===== config.mk =====
export PLATFORM = sky130hd
export DESIGN_NAME = snake_tick_gen
export DESIGN_NICKNAME = d
export VERILOG_FILES = /design/src/rtl/snake_tick_gen.sv
export SDC_FILE = /design/constraint.sdc
export NUM_CORES = 1
export LEC_CHECK = 0
export BUFFER_PORTS_ARGS = -buffer_cell sky130_fd_sc_hd__clkbuf_2
export CAP_MARGIN = 20
export CORE_AREA = 5 5 102 104
export DETAILED_ROUTE_END_ITERATION = 8
export DIE_AREA = 0 0 107 109
export PLACE_DENSITY = 0.48
export SLEW_MARGIN = 25
export SYNTH_ARGS = -nofsm -noshare
export SYNTH_HDL_FRONTEND = slang
export SYNTH_SLANG_ARGS = --single-unit
export TNS_END_PERCENT = 30

===== constraint.sdc =====
create_clock -name clock -period 3.03 [get_ports clock]
set_clock_uncertainty 0.1 [all_clocks]
set_input_delay 0.1515 -clock clock [delete_from_list [all_inputs] [get_ports clock]]
set_output_delay 0.1515 -clock clock [all_outputs]
set_load 0.02 [all_outputs]

===== src/rtl/snake_tick_gen.sv =====
// Programmable tick generator: counts down an adjustable period and emits a
// one-cycle tick each time it wraps. Drives the en_pulse input of the snake counters.
module snake_tick_gen #(
  parameter int                 WIDTH          = 20,
  parameter logic [WIDTH-1:0]   DEFAULT_PERIOD = 20'd500000
) (
  input  logic             clock,
  input  logic             reset_n,
  input  logic [WIDTH-1:0] period,
  input  logic             load,
  input  logic             run,
  output logic             tick,
  output logic [WIDTH-1:0] remaining,
  output logic             busy,
  output logic [1:0]       state_dbg
);

  typedef enum logic [1:0] {
    IDLE = 2'd0,
    RUN  = 2'd1,
    HOLD = 2'd2
  } state_t;

  localparam logic [WIDTH-1:0] ONE = {{(WIDTH-1){1'b0}}, 1'b1};

  state_t           state;
  logic [WIDTH-1:0] period_reg;
  logic [WIDTH-1:0] p_last;
  logic [WIDTH-1:0] load_rem;

  // A programmed period of zero behaves as a period of one.
  assign p_last   = (period_reg == '0) ? '0 : period_reg - ONE;
  assign load_rem = (period == '0) ? '0 : period - ONE;

  assign state_dbg = state;

  always_ff @(posedge clock or negedge reset_n) begin
    if (!reset_n) begin
      state      <= IDLE;
      period_reg <= DEFAULT_PERIOD;
      remaining  <= '0;
      tick       <= 1'b0;
      busy       <= 1'b0;
    end else begin
      tick <= 1'b0;
      case (state)
        IDLE: begin
          if (run) begin
            state     <= RUN;
            busy      <= 1'b1;
            remaining <= p_last;
          end
        end
        RUN: begin
          if (!run) begin
            state <= HOLD;
            busy  <= 1'b0;
          end else if (remaining == '0) begin
            remaining <= p_last;
            tick      <= 1'b1;
          end else begin
            remaining <= remaining - ONE;
          end
        end
        HOLD: begin
          if (run) begin
            state <= RUN;
            busy  <= 1'b1;
          end
        end
        default: begin
          state <= IDLE;
          busy  <= 1'b0;
        end
      endcase
      // Load overrides the countdown and any terminal-count tick, but lets
      // the run-driven state transition above proceed on the same edge.
      if (load) begin
        period_reg <= period;
        remaining  <= load_rem;
        tick       <= 1'b0;
      end
    end
  end

endmodule


==> reports/results.ini <==
[place]
dp_hpwl_um = 7490
port_buffers = 47
globalplace.congestion = 0.842
placed_cell_area_um2 = 3550

[sta]
slew_viol_final = 0
fin_setup_tns_ns = 0
hold_viol_final = 0
layout_min_cycle_time_ns = 2.64
rsz0062_at_grt = no
fmax_mhz = 379
worst_pin_slew_ns = 0.727
relSlewSlack = 0.515
fin_crit_sh = 0.870
finalSetupViolations = 0

[detailed_routing]
routed_wirelength_um = 9630
first_pass_iters = 4
wl_per_cell_um = 18.7
drt_iter0_drc = 158
vias = 2847
viasPerCell = 5.53
drc = 0
ant_nets = 0

[global_routing]
grt_pass1_wl_um = 15900
grt_pass1_vias = 2870
overflow = 0
grt_use_total = 0.173
grt_max_degree = 27
antenna_found_initial = 0

[die]
num_rows = 36
die_y_um = 109
core_area_um2 = 9460
io_pins = 48
die_area_um2 = 11700
start_util = 0.336
die_w_um = 107

[hold_path]
hold_start = period[14]
whs_path_depth = 2
min_to = period_reg[14]
holdCritPathClass = input port to register

[clock_network]
clk_pin_slew_ns = 0.08
cts-resized-gates = 0
h-tree-depth = 2
clock-sinks = 44
insertion_delay_ns = 0.29
cts_tree = yes
cts-root-buf = clkbuf_8
cts_setup_buffers = 0
numCtsBuffers = 5
cts_buffer_depth = 2

[critical_path]
cp.required_ns = 3.15
reg2reg_depth = 6
rrSetupSlack_ns = 0.39
cp-start-kind = register
end_kind = register
worstReg2RegStart = remaining[16]
path_class = register to register
r2r_end = remaining[1]
critPathArrivalTime_ns = 2.76
crit_fanout = 7

[final_layout]
fillCellCount = 968
regArea_um2 = 1110
area_growth_pct = 15.0
multi_input_area_um2 = 1930
final_common_cell = clkbuf_2
drive_gt1_frac = 0.252
num_antenna_cells = 0
design_area_um2 = 3660
final_cell_mix = clkbuf_2, dfrtp_1, nor2_1
nNetsFinal = 430

[power]
ir_drop_mv = 0.141
clkPwrFrac = 0.241
combinationalPowerShare = 0.286
switching_share = 0.358
internal-power_mw = 1.03
power_switching_mw = 0.576
power_per_cell_area_nw_per_um2 = 440
pwr-share-seq = 0.473
leakagePower_nw = 1.43

[yosys]
syn_area_per_cell_um2 = 9.22
synth_cell_types = 54
synth-main-ff-cell = dfrtp_1
synth_edf_count = 0
synth_area_um2 = 3180
yosysWarnings = 0
synth-seq-cells = 44
yosysSeqAreaShare = 0.349
synthArstFlopShare = 1.00
yosysTopAreaCell = dfrtp_1
syn-num-nets = 375
ys_top_cells_by_area = dfrtp_1, mux2_2, dfstp_2, xor2_1, xnor2_1
synthCells = 345
synth_top_cell_area_share = 0.291

[run_status]
status = completed

[run]
maxCapViolations = 0

-- power by group through the flow --
stage | registers (mW) | clock network (mW) | logic [mW]
after CTS | 0.760 | 0.410 | 0.464
after global placement | 0.769 | 0 | 0.461
after global routing | 0.777 | 0.434 | 0.506
final | 0.761 | 0.388 | 0.461
after floorplan | 0.793 | 0 | 0.253
after detailed placement | 0.772 | 0 | 0.459
-- logic make-up (layout without fill, tap and decap cells) --
group,after synthesis,after routing,share of synthesized area
and+or+nand+nor,144,144,0.248
AOI/OAI and AO/OA,69,69,0.153
DFF,44,44,0.349
xor gates and xnor gates,41,41,0.113
buffers and inverters,21,77,0.0433
muxes,20,20,0.0701
adders and majority gates,6,6,0.0236
-- timing repair --
item | CTS | global route
hold endpoints to repair | 22 | 0
hold buffers | 2 | 0
endpoints found under the setup margin | 0 | 0
-- critical path, cell delays in order, from the launching register on --
cell and delay, ns:
dfrtp_1 0.43, or3_1 0.40, nor3b_1 0.52, a21oi_1 0.35, or3_1 0.44, a31oi_1 0.17, a2bb2oi_1 0.16
-- stage by stage --
stage / std cells / power (mW) / util / hold slack, ns / setup slack [ns]
global placement: 505 / 1.23 / 0.375 / 0.157 / 0.566
floorplan: 345 / 1.05 / - / -0.244 / 0.656
detailed placement: 505 / 1.23 / 0.375 / 0.148 / 0.449
global route: 515 / 1.72 / 0.387 / 0.0192 / 0.249
CTS: 515 / 1.63 / 0.387 / 0.0174 / 0.425
finish: 515 / 1.61 / 0.387 / 0.0339 / 0.394
-- synthesized netlist by cell type, drive strengths merged, types with 4 or more instances --
library cell  number
mux2              18
nand4             10
nor3              13
xnor2             20
nand3             15
nand2             22
or3                8
clkbuf             9
nor4              16
or4                6
xor2              21
o21ai             16
inv                6
dfstp              7
a311oi             8
nand2b             6
dfrtp             37
buf                6
nor3b              4
a21oi             12
o32ai              9
ha                 6
nor2              35
-- per-layer routing --
metal / up-vias / track usage / share of wire
met4: 0 / 0.0521 / 0.018
met2: 67 / 0.266 / 0.45
met5: - / 0 / 0
met3: 10 / 0.0249 / 0.036
met1: 1369 / 0.253 / 0.49
li1: 1401 / - / -
-- worst max-delay path by stage --
stage                         endpoint  slack (ns)  depth (start not counted)     startpoint
after global placement    remaining[9]        0.57                          6  period_reg[2]
after global routing      remaining[1]        0.25                          6  remaining[16]
final                     remaining[1]        0.39                          6  remaining[16]
after floorplan           remaining[4]        0.66                          9   remaining[2]
after detailed placement  remaining[1]        0.45                          6  remaining[16]
after CTS                 remaining[1]        0.43                          6  remaining[16]
-- area by class of cell --
class / count / share of cell area
flip-flops and latches: 44 / 0.303
inverters: 6 / 0.00616
clock buffers: 8 / 0.0246
multi-input cells: 280 / 0.528
repair buffers: 63 / 0.0985
well taps: 114 / 0.0390
Note: power is estimated with default switching activity, not from simulation.
